==> config.mk <==
export PLATFORM = sky130hd
export DESIGN_NAME = fas_serial_ctrl
export DESIGN_NICKNAME = d
export VERILOG_FILES = /design/src/rtl/fas_serial_pkg.sv /design/src/rtl/fas.sv /design/src/rtl/fas_serial_ctrl.sv
export SDC_FILE = /design/constraint.sdc
export NUM_CORES = 1
export LEC_CHECK = 0
export CORE_ASPECT_RATIO = 1.75
export CORE_MARGIN = 4
export CORE_UTILIZATION = 40
export DETAILED_ROUTE_END_ITERATION = 16
export PLACE_DENSITY = 0.74
export SYNTH_ARGS = -nofsm -noshare
export SYNTH_HDL_FRONTEND = slang
export SYNTH_SLANG_ARGS = --single-unit
==> constraint.sdc <==
create_clock -name clk -period 1.5 [get_ports clk]
set_input_delay 0.3 -clock clk [delete_from_list [all_inputs] [get_ports clk]]
set_output_delay 0.3 -clock clk [all_outputs]
set_load 0.05 [all_outputs]
==> src/rtl/fas_serial_pkg.sv <==
// Shared types and constants for the bit-serial add/subtract sequencer.
// Optional overflow flag is enabled with FAS_SERIAL_OVF_EN.
package fas_serial_pkg;

  typedef enum logic [1:0] {
    IDLE,
    RUN,
    DONE
  } fas_serial_state_t;

  localparam logic OP_SUB = 1'b0;
  localparam logic OP_ADD = 1'b1;

endpackage

==> src/rtl/fas.sv <==
// Single-bit full adder/subtractor cell.
// a_ns=1 adds a+b+cin, a_ns=0 subtracts a-b-cin (cout is the borrow).
module fas
  import fas_serial_pkg::*;
(
  input  logic a,
  input  logic b,
  input  logic cin,
  input  logic a_ns,
  output logic s,
  output logic cout
);

  logic co_add;
  logic co_sub;

  assign s      = a ^ b ^ cin;
  assign co_add = (a & b) | (cin & (a ^ b));
  assign co_sub = (~a & b) | (cin & ~(a ^ b));
  assign cout   = (a_ns == OP_ADD) ? co_add : co_sub;

endmodule

==> src/rtl/fas_serial_ctrl.sv <==
// Bit-serial add/subtract sequencer stepping operands LSB-first through one fas cell.
// Define FAS_SERIAL_OVF_EN to add the registered signed-overflow output ovf.
module fas_serial_ctrl
  import fas_serial_pkg::*;
#(
  parameter int WIDTH = 8
) (
  input  logic             clk,
  input  logic             rst_n,
  input  logic             start,
  input  logic             op_add,
  input  logic [WIDTH-1:0] opa,
  input  logic [WIDTH-1:0] opb,
  output logic             busy,
  output logic             done,
  output logic [WIDTH-1:0] result,
  output logic             carry
`ifdef FAS_SERIAL_OVF_EN
  ,
  output logic             ovf
`endif
);

  localparam int CW = (WIDTH > 1) ? $clog2(WIDTH) : 1;
  localparam logic [CW-1:0] LAST = CW'(WIDTH - 1);

  fas_serial_state_t state;

  logic [CW-1:0]    cnt;
  logic [WIDTH-1:0] opa_sh;
  logic [WIDTH-1:0] opb_sh;
  logic [WIDTH-1:0] res_sh;
  logic             op_q;
  logic             cy_q;
  logic             fas_s;
  logic             fas_co;

  fas u_fas (
    .a    (opa_sh[0]),
    .b    (opb_sh[0]),
    .cin  (cy_q),
    .a_ns (op_q),
    .s    (fas_s),
    .cout (fas_co)
  );

  always_ff @(posedge clk or negedge rst_n) begin
    if (!rst_n) begin
      state  <= IDLE;
      cnt    <= '0;
      opa_sh <= '0;
      opb_sh <= '0;
      res_sh <= '0;
      op_q   <= OP_ADD;
      cy_q   <= 1'b0;
      busy   <= 1'b0;
      done   <= 1'b0;
      result <= '0;
      carry  <= 1'b0;
`ifdef FAS_SERIAL_OVF_EN
      ovf    <= 1'b0;
`endif
    end else begin
      done <= 1'b0;
      unique case (state)
        IDLE: begin
          if (start) begin
            opa_sh <= opa;
            opb_sh <= opb;
            op_q   <= op_add;
            cy_q   <= 1'b0;
            cnt    <= '0;
            busy   <= 1'b1;
            state  <= RUN;
          end
        end
        RUN: begin
          opa_sh <= opa_sh >> 1;
          opb_sh <= opb_sh >> 1;
          res_sh <= {fas_s, res_sh[WIDTH-1:1]};
          cy_q   <= fas_co;
          cnt    <= cnt + CW'(1);
          if (cnt == LAST) begin
            // Outputs only move on the final bit so they stay stable otherwise.
            result <= {fas_s, res_sh[WIDTH-1:1]};
            carry  <= fas_co;
`ifdef FAS_SERIAL_OVF_EN
            ovf    <= cy_q ^ fas_co;
`endif
            done   <= 1'b1;
            state  <= DONE;
          end
        end
        DONE: begin
          busy  <= 1'b0;
          state <= IDLE;
        end
        default: begin
          busy  <= 1'b0;
          state <= IDLE;
        end
      endcase
    end
  end

endmodule
== Word level (Yosys, flattened, before mapping) ==
Cells that the tools add are included.

* Flip-flop bits (word level): 42
* Output and inout bits: 11
* Word-level logic and storage cells: 50
* ROM bits: 0
* Memories: 0
* Input port bits: 20
* Memory bits (writable): 0
* Latch bits: 0

* Equal/unequal tests: 4
* Divide/modulo/power cells: 0
* Add/sub/neg operators: 1
* Multipliers: 0
* Reduce and logical (&&, ||, !) cells: 7
* Shift operators: 0
* Bitwise operators: 11
* Order comparisons: 0
* Muxes and demuxes: 16

{| class="wikitable"
|+ Operator list
! cell !! number
|-
| case mux 8 bit (2 select lines) || 2
|-
| 2-to-1 mux 8 bit || 2
|-
| AND reduction 2 bit || 5
|-
| case mux 3 bit (2 select lines) || 1
|-
| 2-to-1 mux 1 bit || 5
|-
| AND 1 bit || 4
|-
| 2-to-1 mux 2 bit || 2
|-
| inequality test 2 bit (second input constant) || 2
|-
| case mux 1 bit (2 select lines) || 2
|-
| case mux 2 bit (2 select lines) || 1
|-
| adder 3 x 1 -> 3 bit (second input constant) || 1
|-
| equality test 3 bit (second input constant) || 1
|-
| 2-to-1 mux 3 bit || 1
|-
| inverter 1 bit || 3
|-
| equality test 2 x 1 -> 1 bit (second input constant) || 1
|-
| zero test 2 bit || 1
|-
| bitwise OR 1 bit || 2
|-
| nonzero test 2 bit || 1
|-
| XOR 1 bit || 2
|}

== Depth between registers and ports, before layout ==
* Word-level depth: 6
* Gate-level depth with buffers: 6
* Mapped depth without buffers: 5

== Modules after synthesis ==
Synthesis repeated with hierarchy kept, for this count alone.

* Cells, all modules: 156
* Area, all modules: 1735.4 µm²

{| class="wikitable"
|+ By module, submodules not included
! module !! cells an instance !! seq. area each (µm²) !! times used !! area each (µm²)
|-
| fas_serial_ctrl || 150 || 1027.2 || 1 || 1679.1
|-
| fas || 6 || 0.0 || 1 || 56.3
|}

== Least setup slack after synthesis ==
No wires, ideal clock.

* Path kind: reg-to-reg
* From: reg cnt[0]
* To: reg result[0]
* Data required time: 1.375 ns
* Library setup time: 0.125 ns
* Cell stages (with the launch flop): 6
* Slack: 0.061 ns
* Data arrival time: 1.314 ns
* Buffers on the path: 1
* Clock period less this slack: 1.439 ns
* Path through: dfrtp_1 -> ha_1 -> ha_1 -> nand3b_4 -> buf_6 -> mux2_2

* Word-level cells in the longest chain between the ends: 2

{| class="wikitable"
|+ RTL lines
! item !! line !! text
|-
| from (decl) || fas_serial_ctrl.sv:29 || <nowiki>logic [CW-1:0] cnt;</nowiki>
|-
| from (signal assigned) || fas_serial_ctrl.sv:82 || <nowiki>cnt <= cnt + CW'(1);</nowiki>
|-
| equality test 3 bit || fas_serial_ctrl.sv:83 || <nowiki>if (cnt == LAST) begin</nowiki>
|-
| AND reduction 2 bit (no line) || -- ||
|-
| to (signal assigned) || fas_serial_ctrl.sv:85 || <nowiki>result <= {fas_s, res_sh[WIDTH-1:1]};</nowiki>
|-
| to (decl) || fas_serial_ctrl.sv:16 || <nowiki>output logic [WIDTH-1:0] result,</nowiki>
|}

No other way between the ends.
A chain may end at the register's enable or synchronous reset.

== Worst setup path after layout ==
* From: reg cnt[0]
* To: reg result[6]

Same word-level chain as after synthesis.

==> impl_metrics.py <==
metrics = {
    "run_status": {
        "status": "finished, final reports clean",
    },
    "critical_path": {
        "path_cells": "ha_2 > ha_4 > nand3b_4 > mux2_2",
        "crit_path_start_kind": "register",
        "cp.arrival_ns": 1.57,
        "endpoint": "result[6]$_DFFE_PN0P_",
        "reg2reg_depth": 4,
        "max_stage_delay_ns": 0.41,
        "required_ns": 1.67,
        "timing.critical_path.max_delay_family": "flip-flops",
        "path_depth": 4,
        "timing.rr.end": "result[6]$_DFFE_PN0P_",
        "reg2reg_from": "cnt[0]$_DFFE_PN0P_",
        "r2r_setup_slack_ns": 0.1,
        "path_class": "reg -> reg",
        "cp-end-kind": "register",
        "startpoint": "cnt[0]$_DFFE_PN0P_",
        "path_max_fanout": 6,
        "crit_buf_inv": 0,
        "cp_slowest_cell": "dfrtp_1",
    },
    "place": {
        "placedCellCount": 233,
        "gp_congestion": 0.720,
        "dp_hpwl_mm": 2.67,
        "io_buffers": 30,
    },
    "global_routing": {
        "grt_max_degree": 25,
        "grt_usage_pct": 14.2,
        "grt_pass1_wl_mm": 6.28,
        "grt_pass1_vias": 1347,
        "antenna_found_initial": 0,
        "overflow": 0,
    },
    "sta": {
        "fin_crit_sh_pct": 93.5,
        "slew_viol_final": 0,
        "fmax_mhz": 713,
        "finalSetupViolCount": 0,
        "tightest_slew_ns": 0.442,
        "hold_ws_ns": 0.472,
        "setup_tns_ns": 0,
        "rsz0062_at_grt": "no",
        "hold_viol": 0,
        "fin_skew_ns": 0.00721,
        "relSlewSlack_pct": 70.6,
        "post-route-min-period_ns": 1.40,
    },
    "floorplan": {
        "fp.dieArea_mm2": 0.00574,
        "coreArea_mm2": 0.00440,
        "ioPinCount": 31,
        "die_y_um": 97.3,
        "rows": 32,
        "initial_utilization_pct": 41.4,
        "die_w_um": 59.0,
    },
    "pwr": {
        "power.density_mw_per_mm2": 2210,
        "leakagePower_uw": 0.00112,
        "ir_worst_vdd_v": 0.00147,
    },
    "synth": {
        "yosys_register_bits": 41,
        "yosys.cell_types.count": 30,
        "synthesis.nets": 173,
        "yosysSeqAreaShare_pct": 56.3,
        "syn_inst": 149,
        "yosys_warnings": 0,
        "synthesis.area_mm2": 0.00182,
        "postSynthAreaPerCell_um2": 12.2,
    },
    "drt": {
        "dr.pass1.iters": 5,
        "detail_route.iter0.violations": 22,
        "wirelength_mm": 3.68,
        "vias_per_cell": 5.33,
        "drc_errors": 0,
        "detail_route.wl_per_cell_um": 15.1,
        "ant_nets": 0,
        "vias": 1295,
    },
    "clock_network": {
        "cts_buffers": 5,
        "h-tree-depth": 2,
        "root_buffer": "clkbuf_8",
        "cts.reportedPaths.clkPinSlew_ns": 0.08,
        "clock_sinks": 41,
        "tritoncts": "yes",
        "clock_latency_ns": 0.28,
        "clockBufferDepth": 2,
    },
    "finish": {
        "fin_nets": 215,
        "layout_commonest_cell": "dfrtp_1",
        "diodes": 0,
        "fin_cells": 243,
        "layout-drive-gt1-share_pct": 30.7,
        "final_cell_mix": "dfrtp_1, nand2_1, clkdlybuf4s50_1, buf_12, nand3b_1",
        "syn_to_final_growth_pct": 36.7,
        "fill_cells": 384,
    },
    "hold_path": {
        "hold_class": "in -> async",
    },
    "run": {
        "max_cap_violations": 0,
    },
}
## where the power goes
group / switching, µW / total [µW] / leakage (µW) / internal [µW]
clock: 357 / 899 / 0.0000585 / 542
combinational: 1220 / 2570 / 0.000566 / 1350
sequential: 417 / 2040 / 0.000500 / 1630
total: 2000 / 5510 / 0.00112 / 3520
## cells by family after synthesis
kind of cell	count (synthesis)	share of synthesized area (%)
AO/OA/AOI/OAI	26	13.1
multiplexers	10	6.11
buffers and inverters	15	5.49
adder cells (fa/ha/maj)	4	3.57
flip-flops	41	56.3
AND/OR/NAND/NOR	53	15.4
## registers in the layout, summed over array words and instances, names as in the netlist
name and count:
op_q 1, state 2, busy 1, res_sh 7, opa_sh 8, opb_sh 8, carry 1, result 8
cnt 3, cy_q 1, done 1
## stage by stage
step           cell area, µm²  setup slack [ns]  total power [µW]  utilization (%)
2_1_floorplan            1820            0.0608              3550                -
3_3_place_gp             2330           -0.0418              4460             52.9
3_5_place_dp             2330            -0.114              4590             52.9
4_1_cts                  2480            0.0321              5540             56.3
5_1_grt                  2490            0.0260              5850             56.6
6_report                 2490            0.0970              5510             56.6
## routing by layer
layer	share of wire (%)	global-route usage, %
met5	0	0
met4	2.7	5.93
met3	4.8	3.46
met2	54	23.5
met1	39	17.1
## timing repair
action	CTS	global route
setup buffers	0	0
gates cloned	1	0
pin swaps	1	1
resized for setup	2	2
hold buffers	1	0
hold endpoints to repair	17	0
setup endpoints to repair	8	4
## layout make-up
class	instances	area, µm²	share of cell area (%)
tap	51	63.8	2.56
clock inverter	1	30.0	1.21
timing repair buffer	43	531	21.3
multi-input combinational	94	731	29.3
sequential	41	1030	41.2
inverter	6	22.5	0.904
clock buffer	7	86.3	3.47
## cells in the mapped netlist
| cell | instances | area (µm²) |
|---|---|---|
| a211oi_1 | 2 | 15.0 |
| a211oi_2 | 2 | 25.0 |
| a21oi_1 | 2 | 10.0 |
| a22o_1 | 3 | 26.3 |
| buf_2 | 2 | 10.0 |
| buf_4 | 1 | 7.51 |
| buf_6 | 5 | 56.3 |
| clkbuf_1 | 1 | 3.75 |
| dfrtp_1 | 40 | 1000 |
| dfstp_2 | 1 | 26.3 |
| fa_1 | 2 | 40.0 |
| ha_1 | 2 | 25.0 |
| inv_1 | 6 | 22.5 |
| mux2_2 | 9 | 101 |
| mux2i_1 | 1 | 10.0 |
| nand2_1 | 23 | 86.3 |
| nand2b_1 | 2 | 12.5 |
| nand3b_1 | 11 | 82.6 |
| nand3b_4 | 1 | 20.0 |
| nor2_1 | 9 | 33.8 |
| nor2_2 | 1 | 6.26 |
| nor2b_1 | 1 | 6.26 |
| nor3_1 | 4 | 20.0 |
| nor3b_2 | 1 | 12.5 |
| o21ai_0 | 4 | 20.0 |
| o21ba_4 | 1 | 16.3 |
| o21bai_1 | 1 | 7.51 |
| o221a_1 | 1 | 11.3 |
| o221a_2 | 9 | 101 |
| o22ai_1 | 1 | 6.26 |
## worst reg2reg max path, delay by kind of cell (launching register included)
family | cells | cell delay [ns]
flip-flops | 1 | 0.41
multiplexers | 1 | 0.36
adder cells (fa/ha/maj) | 2 | 0.40
AND/OR/NAND/NOR | 1 | 0.13
## worst min path at each step
stage | start | to | slack, ns | depth (start not counted)
floorplan | rst_n | busy$_DFFE_PN0P_ | 0.004 | 0
global placement | rst_n | result[3]$_DFFE_PN0P_ | 0.25 | 1
detailed placement | rst_n | result[4]$_DFFE_PN0P_ | 0.26 | 1
CTS | rst_n | result[4]$_DFFE_PN0P_ | 0.48 | 2
global route | rst_n | cnt[0]$_DFFE_PN0P_ | 0.51 | 2
finish | rst_n | result[3]$_DFFE_PN0P_ | 0.47 | 2
Power figures use the tool's default switching activity.
